`src/rtl/car_pkg.sv`:
```
// Shared constants for the turn-signal/hazard car design.
// Default sizes, debounce length and key polarity used by conditioner, nsl and ol.
package car_pkg;

    localparam int NUM_SW          = 10;
    localparam int NUM_KEY         = 2;
    localparam int SYNC_STAGES     = 2;
    localparam int DEBOUNCE_CYCLES = 200000;  // 20 ms at 10 MHz

    // Keys pull the pin low when pressed
    localparam logic KEY_PRESSED = 1'b0;

    // Width of a counter that can hold 0..n
    function automatic int cnt_width(input int n);
        return $clog2(n + 1);
    endfunction

endpackage

```
`src/rtl/car_debounce_bit.sv`:
```
// Single-bit synchroniser + debouncer with registered rise/fall pulses.
// Ports: clock, reset (sync, active-high), raw (async pin) -> clean level, rise, fall.
module debounce_bit #(
    parameter int   SYNC_STAGES     = 2,
    parameter int   DEBOUNCE_CYCLES = 200000,
    parameter logic RESET_VAL       = 1'b0
) (
    input  logic clock,
    input  logic reset,
    input  logic raw,
    output logic clean,
    output logic rise,
    output logic fall
);

    localparam int CW = car_pkg::cnt_width(DEBOUNCE_CYCLES);
    localparam logic [CW-1:0] TERM = CW'(DEBOUNCE_CYCLES - 1);

    logic [SYNC_STAGES-1:0] sync_q;
    logic [CW-1:0]          cnt_q, cnt_d;
    logic                   clean_q, clean_d;
    logic                   rise_q, fall_q;
    logic                   s;

    assign s = sync_q[SYNC_STAGES-1];

    // Any cycle where the synced level agrees with the accepted one
    // restarts the count, so only an unbroken run is accepted.
    always_comb begin
        cnt_d   = '0;
        clean_d = clean_q;
        if (s != clean_q) begin
            if (cnt_q == TERM) begin
                clean_d = s;
            end else begin
                cnt_d = cnt_q + 1'b1;
            end
        end
    end

    always_ff @(posedge clock) begin
        if (reset) begin
            sync_q  <= {SYNC_STAGES{RESET_VAL}};
            cnt_q   <= '0;
            clean_q <= RESET_VAL;
            rise_q  <= 1'b0;
            fall_q  <= 1'b0;
        end else begin
            sync_q  <= {sync_q[SYNC_STAGES-2:0], raw};
            cnt_q   <= cnt_d;
            clean_q <= clean_d;
            rise_q  <= clean_d & ~clean_q;
            fall_q  <= ~clean_d & clean_q;
        end
    end

    assign clean = clean_q;
    assign rise  = rise_q;
    assign fall  = fall_q;

endmodule

```
`src/rtl/car_input_conditioner.sv`:
```
// Conditions raw SW/KEY pins: synchronise, debounce, and derive edge pulses.
// Ports: clock, reset, sw_raw, key_raw -> sw_clean, key_clean, key_press, key_rel, sw_change.
module car_input_conditioner #(
    parameter int NUM_SW          = car_pkg::NUM_SW,
    parameter int NUM_KEY         = car_pkg::NUM_KEY,
    parameter int SYNC_STAGES     = car_pkg::SYNC_STAGES,
    parameter int DEBOUNCE_CYCLES = car_pkg::DEBOUNCE_CYCLES
) (
    input  logic               clock,
    input  logic               reset,
    input  logic [NUM_SW-1:0]  sw_raw,
    input  logic [NUM_KEY-1:0] key_raw,
    output logic [NUM_SW-1:0]  sw_clean,
    output logic [NUM_KEY-1:0] key_clean,
    output logic [NUM_KEY-1:0] key_press,
    output logic [NUM_KEY-1:0] key_rel,
    output logic               sw_change
);

    logic [NUM_SW-1:0] sw_rise;
    logic [NUM_SW-1:0] sw_fall;

    for (genvar g = 0; g < NUM_SW; g++) begin : g_sw
        debounce_bit #(
            .SYNC_STAGES    (SYNC_STAGES),
            .DEBOUNCE_CYCLES(DEBOUNCE_CYCLES),
            .RESET_VAL      (1'b0)
        ) u_db (
            .clock(clock),
            .reset(reset),
            .raw  (sw_raw[g]),
            .clean(sw_clean[g]),
            .rise (sw_rise[g]),
            .fall (sw_fall[g])
        );
    end

    // Keys idle released; a press is the clean level falling to KEY_PRESSED
    for (genvar g = 0; g < NUM_KEY; g++) begin : g_key
        debounce_bit #(
            .SYNC_STAGES    (SYNC_STAGES),
            .DEBOUNCE_CYCLES(DEBOUNCE_CYCLES),
            .RESET_VAL      (~car_pkg::KEY_PRESSED)
        ) u_db (
            .clock(clock),
            .reset(reset),
            .raw  (key_raw[g]),
            .clean(key_clean[g]),
            .rise (key_rel[g]),
            .fall (key_press[g])
        );
    end

    // OR of registered flags only, so no input-to-output path
    assign sw_change = |(sw_rise | sw_fall);

endmodule

```
`config.mk`:
```
export PLATFORM = sky130hd
export DESIGN_NAME = car_input_conditioner
export DESIGN_NICKNAME = d
export VERILOG_FILES = /design/src/rtl/car_pkg.sv /design/src/rtl/car_debounce_bit.sv /design/src/rtl/car_input_conditioner.sv
export SDC_FILE = /design/constraint.sdc
export NUM_CORES = 1
export LEC_CHECK = 0
export BUFFER_PORTS_ARGS = -buffer_cell sky130_fd_sc_hd__buf_2
export CAP_MARGIN = 20
export CORE_ASPECT_RATIO = 1.25
export CORE_MARGIN = 10
export CORE_UTILIZATION = 56
export DETAILED_ROUTE_END_ITERATION = 16
export GPL_TIMING_DRIVEN = 0
export HOLD_SLACK_MARGIN = 0.02
export PLACE_DENSITY_LB_ADDON = 0.1
export SYNTH_ARGS = -nofsm -noshare
export SYNTH_HDL_FRONTEND = slang
export SYNTH_SLANG_ARGS = --single-unit
```
`constraint.sdc`:
```
create_clock -name clock -period 1.8 [get_ports clock]
set_input_delay 0.27 -clock clock [delete_from_list [all_inputs] [get_ports clock]]
set_output_delay 0.27 -clock clock [all_outputs]
set_load 0.02 [all_outputs]
```
==> metrics <==
reg2reg start g_sw[1].u_db.cnt_q[12]; cell row count 59; Slew Limit Fails 0; RSZ-0062 raised after global routing yes; WHS Path Cells 2; largest net degree at the start of global routing 14; CP required 2.22 ns; vias per inst 5.63; CTS tree yes; total die area 0.0276 mm^2; Placed Area 0.0125 mm^2; top cell family by delay on the critical path simple AND/OR/NAND/NOR gates; max incr delay on CP 0.55 ns; clock-pin slew on the worst setup and hold paths 0.06 ns; Max Fclk 507 MHz; First-pass DRT Iterations 6; FILL cells 1648; FF-to-FF setup slack -0.17 ns; Peak supply drop 0.000692 V; layout cells sized above 1 20.4%; Synth Flop Type dfxtp_1; first-pass GRT wire length 43300 um; Worst Tran Pin Value 0.750 ns; startpoint types register; vias in the first global route 9467; async set-reset flop share out of synthesis 0%; dpl ws -0.477 ns; # IOs 31; GRT overflow 0; register bit count reported by yosys 276; Data arrival, critical path 2.39 ns; H-tree depth 1; Hold WS 0.0619 ns; total wire length 25800 um; max-cap check violation count 0; Area Growth Syn to Fin 21.0%; post-route ant nets 0; Synth Cell Area 0.0120 mm^2; clk_lat worst skew 0.53 ns; unique cell type count in the Yosys netlist 49; Die Span X 151 um; Syn Nets 1379; hold path endpoint g_sw[5].u_db.sync_q[0]; maximum clock insertion buffer count 3; initial core utilization 57.3%; crit path capture type register; Vias 9866; Power Total 12.0 mW; type of the worst setup path reg -> reg; worst path cell trace or4_4 > or4_4 > o21ai_4 > buf_6 > nor2_1; PwrDens 827 mW/mm^2; PortBufs 30; max_slew headroom 50.0%; core footprint 0.0209 mm^2; ANT cells 0; Hold/Removal Path Class in -> reg; clk sink count 276; leakage 4.45 nW; design area 0.0145 mm^2; Final Setup Violations 64; fin crit period 1.97 ns; Die Y 183 um; clock skew 0.0109 ns; Fin. Hold Viols 0; DRC 0; status finished, violations left; WL per Instance 14.7 um; global placement routability congestion 0.857; hpwl dp 16700 um; crit path max fanout 5; FF-to-FF End g_sw[1].u_db.cnt_q[12]; Post-synth EDFFs 0; Hold Crit Start sw_raw[5]; Slowest-stage cell, CP or4_4; Synth Instances 1353; failing checks negative setup slack; nets@finish 1484; First DRT Iteration DRCs 494; worst path bufs/invs 1; syn_area_per_cell 8.84 um^2; final worst-path cycle share 110%; worst setup margin -0.172 ns; Warnings, synthesis 0; register area share after synthesis 46.2%; TritonCTS buffer count 29; GR Util All Layers 18.1%; Top cell by count, worst path or4_4; CTS Root Cell clkbuf_16; R2R depth 5; initial antenna violation count 0
[worst register-to-register path: cells and delay by family, from the launching register on]
family          cells  cell delay (ns)
simple gates        3             1.12
buf+inv             1             0.17
compound gates      1             0.26
flops               1             0.32
[layout by cell type (no fill, tap or decap), types with 14 or more instances in the layout]
master	n
buf_6	17
nor2_2	30
nand4_1	74
xnor2_1	103
nand3_1	82
inv_1	30
clkbuf_1	17
or3_1	25
nor2b_1	25
and3_1	21
and4_1	14
buf_4	51
o21ai_0	23
buf_2	30
nor3_1	53
dfxtp_1	240
nor4_1	48
clkbuf_16	29
nor2_1	175
nand2_1	48
dfxtp_2	32
xor2_1	65
nand2b_1	28
a21oi_1	36
[timing repair]
| item | 4_1_cts | 5_1_grt |
|---|---|---|
| hold buffers | 11 | 0 |
| endpoints found under the setup margin | 191 | 181 |
| resized for setup | 91 | 103 |
| gates cloned | 4 | 0 |
| endpoints found under the hold margin | 11 | 0 |
| pin swaps | 26 | 22 |
| setup buffers | 23 | 18 |
[cells in the mapped netlist, types with 2 or more instances]
cell	count	share of area, %
a21o_1	2	0.13
a21oi_1	38	1.6
and2_1	12	0.63
and3_1	22	1.2
and4_1	17	1.2
and4b_1	4	0.33
buf_1	2	0.063
buf_2	3	0.13
buf_4	17	1.1
buf_6	3	0.28
clkbuf_1	29	0.91
dfxtp_1	276	46
ha_1	12	1.3
inv_1	30	0.94
mux2i_1	5	0.42
nand2_1	51	1.6
nand2b_1	28	1.5
nand3_1	95	4.0
nand4_1	74	3.9
nand4bb_1	3	0.28
nor2_1	208	6.5
nor2b_1	25	1.3
nor3_1	56	2.3
nor3b_1	2	0.13
nor4_1	58	3.0
nor4b_1	2	0.15
nor4bb_1	7	0.59
o21ai_0	25	1.0
o21ai_1	7	0.29
o21ai_4	3	0.41
o221ai_1	3	0.22
o31ai_1	2	0.13
o41ai_1	3	0.22
or2_2	10	0.52
or3_1	26	1.4
or4_1	11	0.69
or4_4	2	0.19
or4b_2	2	0.17
or4b_4	2	0.23
xnor2_1	103	7.5
xor2_1	65	4.8
[metal layers]
| metal | wire length, um | vias up | track usage [%] | share of wire [%] |
|---|---|---|---|---|
| li1 | - | 4966 | - | - |
| met1 | 11300 | 4656 | 21.7 | 44 |
| met2 | 13000 | 187 | 32.5 | 50 |
| met3 | 905 | 57 | 2.49 | 3.5 |
| met4 | 577 | 0 | 5.82 | 2.2 |
| met5 | 0 | - | 0 | 0 |
[where the power goes]
| part | total (mW) | switching, mW | internal (mW) | leakage (nW) |
|---|---|---|---|---|
| Combinational | 0.215 | 0.121 | 0.0945 | 1.76 |
| Sequential | 6.16 | 0.0207 | 6.14 | 2.25 |
| Clock | 5.60 | 2.33 | 3.27 | 0.438 |
[state kept, by name (all words and copies together) (netlist names)]
signal,cells
g_sw.u_db.sync_q,20
g_key.u_db.sync_q,4
g_sw.u_db.clean,10
g_key.u_db.rise,2
g_key.u_db.cnt_q,36
g_sw.u_db.rise,10
g_sw.u_db.cnt_q,180
g_key.u_db.clean,2
g_key.u_db.fall,2
g_sw.u_db.fall,10
[per-stage QoR]
step	TNS, ns	util, %	cells
global placement	-42.62	59.8	1657
global route	-10.74	69.3	1751
finish	-7.68	69.3	1751
floorplan	-3.08	-	1353
CTS	-7.08	67.2	1738
detailed placement	-46.12	59.8	1657
[how the worst max path moves through the flow]
stage / start / end / slack [ns] / cells after the start
finish: g_sw[1].u_db.cnt_q[12] / g_sw[1].u_db.cnt_q[12] / -0.17 / 5
global route: g_sw[1].u_db.cnt_q[15] / g_sw[1].u_db.cnt_q[11] / -0.22 / 5
CTS: g_sw[7].u_db.cnt_q[6] / g_sw[7].u_db.cnt_q[9] / -0.17 / 5
detailed placement: g_sw[3].u_db.cnt_q[6] / g_sw[3].u_db.cnt_q[14] / -0.48 / 6
global placement: g_sw[0].u_db.cnt_q[2] / g_sw[0].u_db.cnt_q[4] / -0.44 / 6
floorplan: g_sw[1].u_db.cnt_q[6] / g_sw[1].u_db.cnt_q[0] / -0.11 / 5
[kinds of logic after synthesis]
family                     Yosys count  share of synthesized area [%]
buffers and inverters               84                           3.39
AOI/OAI and AO/OA                   88                           4.41
muxes                                6                          0.512
adders and majority gates           12                           1.25
DFF                                276                           46.2
and+or+nand+nor                    719                           31.9
xor gates and xnor gates           168                           12.3
[cell type report]
cell class | count | area (um^2) | share of cell area [%]
Buffer | 42 | 283 | 1.95
Clock buffer | 43 | 858 | 5.93
Clock inverter | 7 | 42.5 | 0.294
Inverter | 30 | 113 | 0.778
Multi-Input combinational cell | 993 | 6610 | 45.6
Sequential cell | 276 | 5580 | 38.5
Tap cell | 274 | 343 | 2.37
Timing Repair Buffer | 86 | 649 | 4.49
Power figures use the tool's default switching activity.
